**src/rtl/fifo_frame_reader_if.sv**
```systemverilog
// Bundles the FIFO read side and the outgoing byte stream of fifo_frame_reader.
// The master modport is the frame reader; the slave side is the FIFO plus the downstream sink.
interface fifo_frame_reader_if #(
  parameter int DATA_W = 8
);
  logic [DATA_W-1:0] fifo_rd_data;
  logic              fifo_rd_vld;
  logic              fifo_rd_en;
  logic [DATA_W-1:0] m_data;
  logic              m_valid;
  logic              m_ready;
  logic              m_sop;
  logic              m_eop;

  modport master (
    input  fifo_rd_data, fifo_rd_vld, m_ready,
    output fifo_rd_en, m_data, m_valid, m_sop, m_eop
  );

  modport slave (
    output fifo_rd_data, fifo_rd_vld, m_ready,
    input  fifo_rd_en, m_data, m_valid, m_sop, m_eop
  );
endinterface

```
**src/rtl/fifo_frame_reader.sv**
```systemverilog
// Drains a first-word-fall-through FIFO into fixed-length frames (HDR0, HDR1, SEQ, payload, CHK)
// on a valid/ready byte stream; a starved payload is completed with pad bytes after a timeout.
module fifo_frame_reader #(
  parameter int                DATA_W    = 8,
  parameter int                FRAME_LEN = 64,
  parameter int                LEN_W     = 11,
  parameter int                TIMEOUT   = 255,
  parameter logic [DATA_W-1:0] HDR0      = 8'h55,
  parameter logic [DATA_W-1:0] HDR1      = 8'hAA,
  parameter logic [DATA_W-1:0] PAD_BYTE  = 8'h00
) (
  input  logic                clk,
  input  logic                rst,
  input  logic                enable,
  fifo_frame_reader_if.master bus,
  output logic                busy,
  output logic                pad_event,
  output logic [15:0]         frame_cnt
);

  typedef enum logic [2:0] {
    S_IDLE,
    S_HDR0,
    S_HDR1,
    S_SEQ,
    S_PAYLOAD,
    S_PAD,
    S_CHK
  } state_t;

  localparam logic [LEN_W-1:0] CNT_LAST = LEN_W'(FRAME_LEN - 1);
  localparam logic [15:0]      TMR_LAST = 16'(TIMEOUT - 1);

  state_t            state;
  state_t            state_nxt;
  logic [DATA_W-1:0] seq;
  logic [DATA_W-1:0] chk;
  logic [LEN_W-1:0]  byte_cnt;
  logic [15:0]       idle_tmr;
  logic              last_byte;

  assign last_byte = (byte_cnt == CNT_LAST);
  assign busy      = (state != S_IDLE);

  always_ff @(posedge clk) begin
    if (rst) begin
      state <= S_IDLE;
    end else begin
      state <= state_nxt;
    end
  end

  always_comb begin
    state_nxt      = state;
    bus.fifo_rd_en = 1'b0;
    bus.m_data     = '0;
    bus.m_valid    = 1'b0;
    bus.m_sop      = 1'b0;
    bus.m_eop      = 1'b0;
    pad_event      = 1'b0;
    case (state)
      S_IDLE: begin
        if (enable && bus.fifo_rd_vld) state_nxt = S_HDR0;
      end
      S_HDR0: begin
        bus.m_data  = HDR0;
        bus.m_valid = 1'b1;
        bus.m_sop   = 1'b1;
        if (bus.m_ready) state_nxt = S_HDR1;
      end
      S_HDR1: begin
        bus.m_data  = HDR1;
        bus.m_valid = 1'b1;
        if (bus.m_ready) state_nxt = S_SEQ;
      end
      S_SEQ: begin
        bus.m_data  = seq;
        bus.m_valid = 1'b1;
        if (bus.m_ready) state_nxt = S_PAYLOAD;
      end
      S_PAYLOAD: begin
        // Zero-latency pass-through: the FIFO head is the stream byte.
        bus.m_data     = bus.fifo_rd_data;
        bus.m_valid    = bus.fifo_rd_vld;
        bus.fifo_rd_en = bus.fifo_rd_vld & bus.m_ready;
        if (bus.fifo_rd_en && last_byte) begin
          state_nxt = S_CHK;
        end else if (!bus.fifo_rd_vld && (idle_tmr == TMR_LAST)) begin
          state_nxt = S_PAD;
          pad_event = 1'b1;
        end
      end
      S_PAD: begin
        bus.m_data  = PAD_BYTE;
        bus.m_valid = 1'b1;
        if (bus.m_ready && last_byte) state_nxt = S_CHK;
      end
      S_CHK: begin
        bus.m_data  = chk;
        bus.m_valid = 1'b1;
        bus.m_eop   = 1'b1;
        if (bus.m_ready) state_nxt = S_IDLE;
      end
      default: state_nxt = S_IDLE;
    endcase
  end

  // Idle timer holds through back-pressure; only an empty FIFO advances it.
  always_ff @(posedge clk) begin
    if (rst) begin
      seq       <= '0;
      frame_cnt <= '0;
      byte_cnt  <= '0;
      idle_tmr  <= '0;
      chk       <= '0;
    end else begin
      case (state)
        S_SEQ: begin
          if (bus.m_ready) begin
            byte_cnt <= '0;
            chk      <= '0;
            idle_tmr <= '0;
          end
        end
        S_PAYLOAD: begin
          if (bus.fifo_rd_en) begin
            chk      <= chk ^ bus.fifo_rd_data;
            byte_cnt <= byte_cnt + 1'b1;
            idle_tmr <= '0;
          end else if (!bus.fifo_rd_vld) begin
            idle_tmr <= idle_tmr + 1'b1;
          end
        end
        S_PAD: begin
          if (bus.m_ready) begin
            chk      <= chk ^ PAD_BYTE;
            byte_cnt <= byte_cnt + 1'b1;
          end
        end
        S_CHK: begin
          if (bus.m_ready) begin
            seq       <= seq + 1'b1;
            frame_cnt <= frame_cnt + 1'b1;
          end
        end
        default: ;
      endcase
    end
  end

endmodule

```
**src/flat_wrapper.sv**
```systemverilog
// flat-port wrapper written by rule: the top's interface ports become plain ports
module fifo_frame_reader_flat 
#(
  parameter int                DATA_W    = 8,
  parameter int                FRAME_LEN = 64,
  parameter int                LEN_W     = 11,
  parameter int                TIMEOUT   = 255,
  parameter logic [DATA_W-1:0] HDR0      = 8'h55,
  parameter logic [DATA_W-1:0] HDR1      = 8'hAA,
  parameter logic [DATA_W-1:0] PAD_BYTE  = 8'h00
)
  (clk, rst, enable, busy, pad_event, frame_cnt, bus_fifo_rd_data, bus_fifo_rd_vld, bus_m_ready, bus_fifo_rd_en, bus_m_data, bus_m_valid, bus_m_sop, bus_m_eop);
  fifo_frame_reader_if #(.DATA_W(DATA_W)) bus_i ();
  input  logic clk;
  input  logic rst;
  input  logic enable;
  output logic busy;
  output logic pad_event;
  output logic [15:0] frame_cnt;
  input wire logic [$bits(bus_i.fifo_rd_data)-1:0] bus_fifo_rd_data;
  input wire logic [$bits(bus_i.fifo_rd_vld)-1:0] bus_fifo_rd_vld;
  input wire logic [$bits(bus_i.m_ready)-1:0] bus_m_ready;
  output wire logic [$bits(bus_i.fifo_rd_en)-1:0] bus_fifo_rd_en;
  output wire logic [$bits(bus_i.m_data)-1:0] bus_m_data;
  output wire logic [$bits(bus_i.m_valid)-1:0] bus_m_valid;
  output wire logic [$bits(bus_i.m_sop)-1:0] bus_m_sop;
  output wire logic [$bits(bus_i.m_eop)-1:0] bus_m_eop;
  assign bus_i.fifo_rd_data = bus_fifo_rd_data;
  assign bus_i.fifo_rd_vld = bus_fifo_rd_vld;
  assign bus_i.m_ready = bus_m_ready;
  assign bus_fifo_rd_en = bus_i.fifo_rd_en;
  assign bus_m_data = bus_i.m_data;
  assign bus_m_valid = bus_i.m_valid;
  assign bus_m_sop = bus_i.m_sop;
  assign bus_m_eop = bus_i.m_eop;
  fifo_frame_reader #(.DATA_W(DATA_W), .FRAME_LEN(FRAME_LEN), .LEN_W(LEN_W), .TIMEOUT(TIMEOUT), .HDR0(HDR0), .HDR1(HDR1), .PAD_BYTE(PAD_BYTE)) u_core (.clk(clk), .rst(rst), .enable(enable), .bus(bus_i), .busy(busy), .pad_event(pad_event), .frame_cnt(frame_cnt));
endmodule
```
**config.mk**
```make
export PLATFORM = sky130hd
export DESIGN_NAME = fifo_frame_reader_flat
export DESIGN_NICKNAME = d
export VERILOG_FILES = /design/src/rtl/fifo_frame_reader_if.sv /design/src/rtl/fifo_frame_reader.sv /design/src/flat_wrapper.sv
export SDC_FILE = /design/constraint.sdc
export NUM_CORES = 1
export LEC_CHECK = 0
export BUFFER_PORTS_ARGS = -buffer_cell sky130_fd_sc_hd__buf_2
export CAP_MARGIN = 10
export CORE_MARGIN = 5
export CORE_UTILIZATION = 40
export CTS_CLUSTER_DIAMETER = 200
export CTS_CLUSTER_SIZE = 40
export DETAILED_ROUTE_END_ITERATION = 16
export GPL_TIMING_DRIVEN = 0
export HOLD_SLACK_MARGIN = 0.06
export SYNTH_ARGS = -nofsm -noshare
export SYNTH_HDL_FRONTEND = slang
export SYNTH_SLANG_ARGS = --single-unit
```
**constraint.sdc**
```tcl
create_clock -name clk -period 2.77 [get_ports clk]
set_input_delay 0.277 -clock clk [delete_from_list [all_inputs] [get_ports clk]]
set_output_delay 0.277 -clock clk [all_outputs]
set_load 0.01 [all_outputs]
```
Word level (Yosys, flattened, before mapping):

Cells that the tools add are included.

* register bits after elaboration: 62
* output and inout port bits: 30
* logic and storage cells: 73

* add/sub/neg operators: 4
* equal/unequal tests: 18
* muxes and demuxes: 28
* bitwise logic cells: 2
* reductions and logical operators: 15

Operators with widths (count)
* 16-bit 2-to-1 mux: 3
* 8-bit one-hot mux with 5 select lines: 1
* 11-bit 2-to-1 mux: 3
* 11-bit one-hot mux with 3 select lines: 1
* 16-bit by 1-bit adder with 16-bit output, second input constant: 2
* 16-bit one-hot mux with 2 select lines: 1
* 3-bit 2-to-1 mux: 8
* 3-bit one-hot mux with 7 select lines: 1
* 16-bit by 8-bit == test with 1-bit output, second input constant: 1
* 8-bit 2-to-1 mux: 2
* 8-bit one-hot mux with 2 select lines: 1
* 2-bit != test, second input constant: 6
* 11-bit by 1-bit adder with 11-bit output, second input constant: 1
* 11-bit by 6-bit == test with 1-bit output, second input constant: 1
* 3-bit == test, second input constant: 3
* 8-bit by 1-bit adder with 8-bit output, second input constant: 1
* 8-bit bitwise XOR: 1
* 7-bit AND reduction: 1
* 3-bit by 2-bit == test with 1-bit output, second input constant: 2
* 1-bit 2-to-1 mux: 6
* 3-bit AND reduction: 2
* 3-bit nonzero test: 2
* 5-bit OR reduction: 1
* 1-bit logical AND: 4
* other kinds (11): 12

Depth between registers and ports, before layout:

Gate-level depths: netlist of run 1.

* depth after elaboration: 5
* depth in mapped cells: 6
* gate-level depth less buffers: 6

Worst setup path before layout of run 1:

Ideal clock, no wire load.

* path type: register to output
* start point: reg u_core.idle_tmr[0]
* end point: out pad_event
* arrival time: 1.534 ns
* required time: 2.493 ns
* path slack: 0.959 ns
* cell stages (with the launch flop): 7
* cell sequence: dfxtp_1 inv_1 ha_1 or4b_2 nor3_1 nand3_1 nor2_1

* longest elaborated chain between the ends: 5

RTL lines
* start, declared: RTL line fifo_frame_reader.sv:39 `logic [15:0] idle_tmr;`
* start signal, assigned: RTL line fifo_frame_reader.sv:131 `idle_tmr <= idle_tmr + 1'b1;`
* 16-bit by 8-bit == test with 1-bit output: RTL line fifo_frame_reader.sv:88 `end else if (!bus.fifo_rd_vld && (idle_tmr == TMR_LAST)) begin`
* 1-bit logical AND: RTL line fifo_frame_reader.sv:88
* 1-bit 2-to-1 mux: RTL line fifo_frame_reader.sv:88
* 1-bit 2-to-1 mux: RTL line fifo_frame_reader.sv:86 `if (bus.fifo_rd_en && last_byte) begin`
* 1-bit 2-to-1 mux: RTL line fifo_frame_reader.sv:61 `case (state)`
* end, declared: RTL line flat_wrapper.sv:18 `output logic pad_event;`

No other way between the ends.

Final worst setup path of run 1:

* start point: reg u_core.idle_tmr[1]
* end point: out pad_event

Same word-level chain as after synthesis.

==> flow_summary.toml, run 1 <==
[outcome]
status = "finished clean"

[timing]
rsz0062_at_grt = "no"
finClkSkew_ns = 0.0109
layout_min_cycle_time_ns = 2.39
max_slew_margin_pct = 44.7
layout_setup_ws_ns = 0.382
whs_ns = 0.205
setup_tns_ns = 0
report.final.slew_viol_count = 0
min_period_over_period_pct = 86.2
fmax_mhz = 419
setup_viol = 0
finalHoldViolations = 0
worstMarginPinSlew_ns = 0.825

[flow_run]
maxCapViolCount = 0

[final_layout]
design_area_um2 = 4030
multiInputGateArea_um2 = 2040
layout_commonest_cell = "dfxtp_1"
nNetsFinal = 498
final_cell_mix = "62 x dfxtp_1, 48 x buf_2, 39 x nand2_1, 35 x nor2_1, 29 x a21oi_1"
layout-drive-gt1-share_pct = 16.7
area_growth_pct = 16.2
fillers = 898
seq_area_um2 = 1240
instances_no_fill = 593
insertedDiodeCount = 0

[power]
sw_frac_of_total_pct = 24.5
p_comb_share_pct = 9.9
intPower_mw = 1.49
peakVddDrop_mv = 0.209
p_seq_share_pct = 45.3
p_switching_mw = 0.486
leakage_nw = 1.48
p_clk_share_pct = 44.8
pwr_density_cell_nw_per_um2 = 492

[synthesis]
avgSynthCellArea_um2 = 8.11
synthCells = 427
yosys_warnings = 0
synth_ff_type = "dfxtp_1"
yosysTopAreaCellShare_pct = 35.8
yosysSeqAreaShare_pct = 35.8
yosys.area.top_type = "dfxtp_1"
ys_types = 56
synth_area_um2 = 3460
ys_ff_latch = 62
synth_area_leaders = "dfxtp_1 36%, nand2_1 4.2%, a21oi_1 4.2%"
synth-async-reset-ratio_pct = 0
synth_nets = 445
synth_edf_count = 0

[clock_tree]
clk_latency_ns = 0.35
numCtsBuffers = 9
clockBufferDepth = 2
cts_num_sinks = 62
cts_resized = 0
htreeDepth = 3
clk_pin_slew_worst_paths_ns = 0.08
cts_hold_buffers = 0
cts_setup_buffers = 0
cts_tree = "yes"
clockRootBuffer = "clkbuf_8"

[global_routing]
grt_pass1_wl_um = 15200
grt_pass1_vias = 3092
antenna_found_initial = 0
overflow = 0
grt_use_total_pct = 18.0
grt_max_degree = 11

[floorplan]
die_height_um = 103
die_w_um = 103
core_um2 = 8590
start_util_pct = 40.3
die-area_um2 = 10600
num_rows = 34
io-pin-count = 43

[critical_path]
setup.worst_path.end_class = "primary output"
cpPeakStageDelay_ns = 0.58
crit_type = "register to primary output"
cp-start-kind = "register"
worstPathRequired_ns = 2.49
cp_slowest_cell = "or4b_2"
path_cells = "ha_1, or4b_2, nor3_1, nand3_1, nor2_1, buf_2"
crit_fanout = 5
cp.arrival_ns = 2.11

[drt]
initialDrtViolationCount = 139
routed_wirelength_um = 8980
vias = 3298
ant_nets = 0
route.detailed.drc = 0
wire_per_inst_um = 15.2
via_per_inst = 5.56
drt_pass1_iterations = 5

[placement]
dp_slack_ns = 0.607
gp_congestion = 0.821
place_area_um2 = 3810
dp_cells = 577
port_buffers = 42
dpl.hpwl_um = 6540

[worst_hold_path]
hold_class = "input port to register"
[through the flow]
step | power [mW] | util [%]
finish | 1.98 | 46.8
global route | 2.05 | 46.8
CTS | 2.00 | 46.8
detailed placement | 1.11 | 44.3
global placement | 1.11 | 44.3
floorplan | 1.04 | -
[worst max-delay path: cells and delay by family, from the launching register on]
kind,cells,cell delay [ns]
adders and majority gates,1,0.18
and+or+nand+nor,4,1.04
buffers and inverters,1,0.14
DFF,1,0.42
[metal layers]
metal / share of wire, % / GRT usage, % / vias up
met5: 0 / 0 / -
met4: 1.4 / 5.98 / 0
met2: 44 / 27.9 / 76
met3: 4.8 / 2.77 / 11
met1: 49 / 25.5 / 1548
li1: - / - / 1663
[final timing paths]
kind                  startpoint                 end  slack [ns]  cells past startpoint
max           u_core.idle_tmr[1]           pad_event        0.38                      6
max reg2reg      u_core.state[0]       u_core.chk[4]        0.86                      6
min          bus_fifo_rd_data[7]       u_core.chk[7]        0.21                      3
min reg2reg   u_core.byte_cnt[5]  u_core.byte_cnt[5]        0.47                      2
[registers in the layout (all words and copies together) (netlist names)]
register / flops
u_core.byte_cnt: 11
u_core.frame_cnt: 16
u_core.state: 3
u_core.seq: 8
u_core.idle_tmr: 16
u_core.chk: 8
[cell usage after synthesis, types with 2 or more instances]
master	count
dfxtp_1	62
nand2_1	39
nor2_1	35
a21oi_1	29
inv_1	21
nand3_1	18
nand4_1	18
clkbuf_1	13
mux2i_1	13
nor4_1	13
or3_1	13
xnor2_1	13
nor3_1	12
o21ai_0	11
nor2b_1	9
o31ai_1	9
or4_1	9
o22ai_1	8
nand2b_1	7
buf_2	6
a22o_1	5
ha_1	5
xor2_1	5
a21o_1	4
and3_1	4
and2_1	3
and4_1	3
o211ai_1	3
a2111oi_0	2
a211oi_1	2
a22oi_1	2
a41oi_1	2
and4b_1	2
buf_4	2
mux2_2	2
or2_2	2
or4b_2	2
[power by group through the flow]
| stage | Combinational, mW | Clock [mW] | Sequential (mW) |
|---|---|---|---|
| after detailed placement | 0.195 | 0 | 0.917 |
| after global placement | 0.194 | 0 | 0.917 |
| final | 0.196 | 0.888 | 0.897 |
| after floorplan | 0.126 | 0 | 0.917 |
| after global routing | 0.218 | 0.935 | 0.897 |
| after CTS | 0.195 | 0.905 | 0.897 |
[area by class of cell]
class	instances	share of cell area, %
multi-input cells	321	50.6
repair buffers	42	5.22
flip-flops and latches	62	30.8
clock buffers	12	3.61
clock inverters	4	1.74
well taps	108	3.36
inverters	21	1.96
plain buffers	23	2.70
[logic make-up (layout without fill, tap and decap cells)]
kind of cell | count (synthesis) | after routing | share of synthesized area (%)
buffers and inverters | 44 | 102 | 5.42
adder cells (fa/ha/maj) | 6 | 6 | 2.09
AO/OA/AOI/OAI | 86 | 86 | 16.2
XOR/XNOR | 18 | 18 | 4.55
multiplexers | 15 | 15 | 4.41
flip-flops | 62 | 62 | 35.8
AND/OR/NAND/NOR | 196 | 196 | 31.5
Note: power is estimated with default switching activity, not from simulation.
==> inputs of run 2 (changes only) <==
--- a/config.mk
+++ b/config.mk
@@ -7,4 +7,6 @@
 export LEC_CHECK = 0
+export ABC_CLOCK_PERIOD_IN_PS = 2770
 export BUFFER_PORTS_ARGS = -buffer_cell sky130_fd_sc_hd__buf_2
 export CAP_MARGIN = 10
+export CORE_ASPECT_RATIO = 1.5
 export CORE_MARGIN = 5
--- a/constraint.sdc
+++ b/constraint.sdc
@@ -3,2 +3,2 @@
 set_output_delay 0.277 -clock clk [all_outputs]
-set_load 0.01 [all_outputs]
+set_load 0.1 [all_outputs]
==> run 2 against run 1 <==
  * Sequential power about the same
  * Critical path depth increased by 1
  * Count of clock-buffer cells in the layout increased by 2
  * Clock skew decreased by 0.0060 ns
  * Non-clock buffer count unchanged
  * Global-route usage increased by 0.18 points
  * Combinational power increased by 70%
  * Register-to-register slack got worse by 0.02 ns
  * Critical path type unchanged
==> flow_summary.toml, run 2 (same netlist as run 1, synthesis figures left out) <==
[floorplan]
num_rows = 41
die_w_um = 86.0
start_util_pct = 40.9
io-pin-count = 43
core_um2 = 8460
die_height_um = 124
die-area_um2 = 10700

[global_routing]
grt.busiest_layer = "met2"
grt_max_degree = 11
grt_pass1_wl_um = 15200
grt_use_met3_pct = 2.65
grt_use_total_pct = 18.2
grt.met2_usage_pct = 32.9
grt_pass1_vias = 3237
use_met1_pct = 19.7
antenna_found_initial = 0
overflow = 0

[timing]
min_period_over_period_pct = 95.3
report.final.slew_viol_count = 0
finalHoldViolations = 0
layout_setup_ws_ns = 0.130
fmax_mhz = 379
whs_ns = 0.245
worstMarginPinSlew_ns = 0.869
finClkSkew_ns = 0.00489
rsz0062_at_grt = "no"
max_slew_margin_pct = 41.7
setup_tns_ns = 0
layout_min_cycle_time_ns = 2.64
setup_viol = 0

[clock_tree]
clockRootBuffer = "clkbuf_16"
numCtsBuffers = 9
cts_num_sinks = 62
cts_tree = "yes"
clk_latency_ns = 0.33
clockBufferDepth = 2
clk_pin_slew_worst_paths_ns = 0.05
cts_setup_buffers = 0
htreeDepth = 3

[placement]
dpl.hpwl_um = 6890
port_buffers = 42
dp_slack_ns = 0.378
gp_congestion = 0.832

[drt]
drt_pass1_iterations = 4
ant_nets = 0
via_per_inst = 5.63
wire_per_inst_um = 15.3
vias = 3330
route.detailed.drc = 0
initialDrtViolationCount = 158
routed_wirelength_um = 9040

[worst_hold_path]
hold_depth = 3
hold_class = "input port to register"

[critical_path]
crit_cells = 7
setup.worst_path.start = "u_core.idle_tmr[0]"
worstPathRequired_ns = 2.49
cp_slowest_cell = "or4b_2"
setup.worst_path.end_class = "primary output"
cpPeakStageDelay_ns = 0.58
reg2reg_slack_ns = 0.84
cp.buffers_inverters = 2
rr_startpoint = "u_core.state[2]"
crit_end = "pad_event"
cp.arrival_ns = 2.36
crit_type = "register to primary output"
rr_endpoint = "u_core.byte_cnt[9]"
crit_fanout = 5
cp-start-kind = "register"
ff2ff_path_depth = 6
path_delay_family = "simple AND/OR/NAND/NOR gates"
path_cells = "inv_1, ha_1, or4b_2, nor3_1, nand3_1, nor2_2, clkbuf_4"

[final_layout]
reg_top3 = "u_core.frame_cnt: 16 flops, u_core.idle_tmr: 16 flops, u_core.byte_cnt: 11 flops"
layout-drive-gt1-share_pct = 17.5
final_cell_mix = "62 x dfxtp_1, 46 x buf_2, 39 x nand2_1, 34 x nor2_1, 29 x a21oi_1"
nNetsFinal = 498
insertedDiodeCount = 0
area_growth_pct = 19.8
fillers = 869
layout_commonest_cell = "dfxtp_1"

[power]
pwr_density_cell_nw_per_um2 = 581
peakVddDrop_mv = 0.331
leakage_nw = 1.52

[outcome]
status = "finished clean"

[flow_run]
maxCapViolCount = 0
[run 2: worst min-delay path, cell delays in order]
cell and delay [ns]:
buf_2 0.11, nand3_1 0.08, a21oi_1 0.06
[run 2: report_power, final]
| part | total, mW | internal (mW) | switching (mW) |
|---|---|---|---|
| combinational | 0.333 | 0.0735 | 0.259 |
| sequential | 0.899 | 0.897 | 0.00154 |
| clock | 1.18 | 0.794 | 0.386 |
[run 2: per-stage QoR]
stage                     utilization (%)  cell area [um^2]  power [mW]  std cells
final                                49.0              4150        2.41        592
after global routing                 49.0              4150        2.49        592
after CTS                            49.0              4150        2.45        592
after detailed placement             45.2              3820        1.25        576
after global placement               45.2              3820        1.25        576
after floorplan                         -              3480        1.18        427
[run 2: layout make-up]
| cell class | instances | area [um^2] | area share [%] |
|---|---|---|---|
| Sequential cell | 62 | 1240 | 29.9 |
| Buffer | 23 | 109 | 2.62 |
| Inverter | 21 | 78.8 | 1.90 |
| Clock inverter | 2 | 37.5 | 0.904 |
| Timing Repair Buffer | 42 | 215 | 5.19 |
| Clock buffer | 14 | 284 | 6.84 |
| Multi-Input combinational cell | 321 | 2050 | 49.4 |
| Tap cell | 107 | 134 | 3.23 |
[run 2: worst min-delay path by stage]
stage	start	end	slack, ns
floorplan	bus_fifo_rd_data[7]	u_core.chk[7]	0.44
global placement	u_core.byte_cnt[5]	u_core.byte_cnt[5]	0.46
detailed placement	u_core.byte_cnt[10]	u_core.byte_cnt[10]	0.46
CTS	bus_fifo_rd_data[1]	u_core.chk[1]	0.23
global route	bus_fifo_rd_data[7]	u_core.chk[7]	0.26
finish	bus_fifo_rd_data[3]	u_core.chk[3]	0.24
[run 2: repair_timing]
item	in CTS	in global routing
resized for setup	0	2
setup endpoints to repair	0	2
hold buffers	0	0
[run 2: metal layers]
metal / wire (um) / vias to the layer above
li1: - / 1669
met4: 303 / 0
met5: 0 / -
met3: 280 / 24
met1: 3710 / 1566
met2: 4750 / 71
==> inputs of run 3 (changes only) <==
- CORE_ASPECT_RATIO: 1.5 -> unset
==> run 3 against run 2 <==
  * Non-clock buffer count stayed put
  * Combinational power about the same
  * Worst hold slack worse by 0.023 ns
  * Count of clock-buffer cells in the layout down 5
  * Sequential cell count unchanged
  * Via count rose by 1.0%
  * Core utilization fell by 2.5 points
  * Wire length decreased by 2.4%
  * Clock skew rose by 0.0059 ns
  * First-iteration DRC count shrank 25%
  * Clock power fell by 39%
  * Sequential power about the same
  * Highest routed layer unchanged
==> flow_summary.toml, run 3 (same netlist as run 1, synthesis figures left out) <==
[outcome]
status = "finished clean"

[critical_path]
cpMostUsedCell = "buf_2"
cpPeakStageDelay_ns = 0.50
cp_slowest_cell = "buf_1"
rr_startpoint = "u_core.state[0]"
rr_endpoint = "u_core.chk[4]"
worstPathRequired_ns = 2.49
cp.arrival_ns = 2.39
crit_fanout = 10
crit_type = "register to primary output"
cp-start-kind = "register"
reg2reg_slack_ns = 0.81
ff2ff_path_depth = 6
setup.worst_path.end_class = "primary output"
path_cells = "buf_4, buf_2, buf_1, mux2i_1, o22ai_2, buf_2"

[placement]
port_buffers = 42
dp_cells = 577
dpl.hpwl_um = 6500
dp_slack_ns = 0.417
gp_congestion = 0.807

[floorplan]
io-pin-count = 43
die-area_um2 = 10600
die_w_um = 103
num_rows = 34
start_util_pct = 40.3
core_um2 = 8590
die_height_um = 103

[drt]
ant_nets = 0
wire_per_inst_um = 14.9
drt_pass1_iterations = 5
initialDrtViolationCount = 119
vias = 3364
routed_wirelength_um = 8830
route.detailed.drc = 0
via_per_inst = 5.67

[global_routing]
grt_pass1_wl_um = 15100
grt_max_degree = 13
grt_pass1_vias = 3160
grt_use_total_pct = 17.7
overflow = 0
antenna_found_initial = 0

[timing]
setup_viol = 0
fmax_mhz = 376
layout_min_cycle_time_ns = 2.66
worstMarginPinSlew_ns = 0.813
max_slew_margin_pct = 45.4
report.final.slew_viol_count = 0
layout_setup_ws_ns = 0.107
finalHoldViolations = 0
whs_ns = 0.222
finClkSkew_ns = 0.0108
min_period_over_period_pct = 96.1
rsz0062_at_grt = "no"

[worst_hold_path]
hold_depth = 3
hold_class = "input port to register"
min_from = "bus_fifo_rd_data[5]"
min_to = "u_core.chk[5]"

[clock_tree]
cts_resized = 0
cts_hold_buffers = 0
cts_num_sinks = 62
clockBufferDepth = 2
clockRootBuffer = "clkbuf_8"
clk_latency_ns = 0.35
htreeDepth = 3
cts_tree = "yes"
cts_setup_buffers = 0
numCtsBuffers = 9
clk_pin_slew_worst_paths_ns = 0.07

[final_layout]
final_cell_mix = "62 x dfxtp_1, 47 x buf_2, 39 x nand2_1, 34 x nor2_1, 29 x a21oi_1"
fillers = 898
reg_top3 = "u_core.frame_cnt: 16 flops, u_core.idle_tmr: 16 flops, u_core.byte_cnt: 11 flops"
post-route-util_pct = 46.6
insertedDiodeCount = 0
layout-drive-gt1-share_pct = 17.7
layout_commonest_cell = "dfxtp_1"
instances_no_fill = 593
nNetsFinal = 498
area_growth_pct = 15.5

[flow_run]
maxCapViolCount = 0

[power]
leakage_nw = 1.45
peakVddDrop_mv = 0.212
pwr_density_cell_nw_per_um2 = 487
p_total_mw = 1.95
[run 3: cell type report]
cell class,instances,area [um^2],share of cell area (%)
Clock inverter,7,50.0,1.25
Multi-Input combinational cell,321,2050,51.3
Tap cell,108,135,3.38
Clock buffer,9,124,3.10
Buffer,23,109,2.72
Sequential cell,62,1240,31.0
Inverter,21,78.8,1.97
Timing Repair Buffer,42,213,5.32
[run 3: critical path: cells and delay by family, from the launching register on]
family,cells,cell delay [ns]
buffers and inverters,4,1.38
flip-flops,1,0.32
multiplexers,1,0.18
AO/OA/AOI/OAI,1,0.15
[run 3: worst max-delay path by stage]
stage / from / endpoint / slack [ns] / cells after the start
6_report: u_core.state[1] / bus_m_data[6] / 0.11 / 6
5_1_grt: u_core.idle_tmr[0] / pad_event / 0.005 / 7
4_1_cts: u_core.idle_tmr[0] / pad_event / 0.03 / 7
3_5_place_dp: u_core.idle_tmr[0] / pad_event / 0.42 / 7
3_3_place_gp: u_core.idle_tmr[0] / pad_event / 0.44 / 7
2_1_floorplan: u_core.state[0] / bus_m_valid / -0.09 / 5
[run 3: power by group]
group | internal [mW] | switching [mW]
Combinational | 0.0723 | 0.261
Sequential | 0.895 | 0.00170
Clock | 0.325 | 0.396
[run 3: routing by layer]
| layer | wire length, um | vias to the layer above | global-route usage [%] |
|---|---|---|---|
| li1 | - | 1672 | - |
| met1 | 4350 | 1593 | 24.8 |
| met2 | 3830 | 85 | 26.8 |
| met3 | 497 | 14 | 3.92 |
| met4 | 149 | 0 | 5.98 |
| met5 | 0 | - | 0 |
[run 3: metrics by stage]
step / instance area, um^2 / setup TNS, ns
global placement: 3820 / 0
floorplan: 3480 / -0.0917
CTS: 4000 / 0
global route: 4000 / 0
detailed placement: 3820 / 0
finish: 4000 / 0
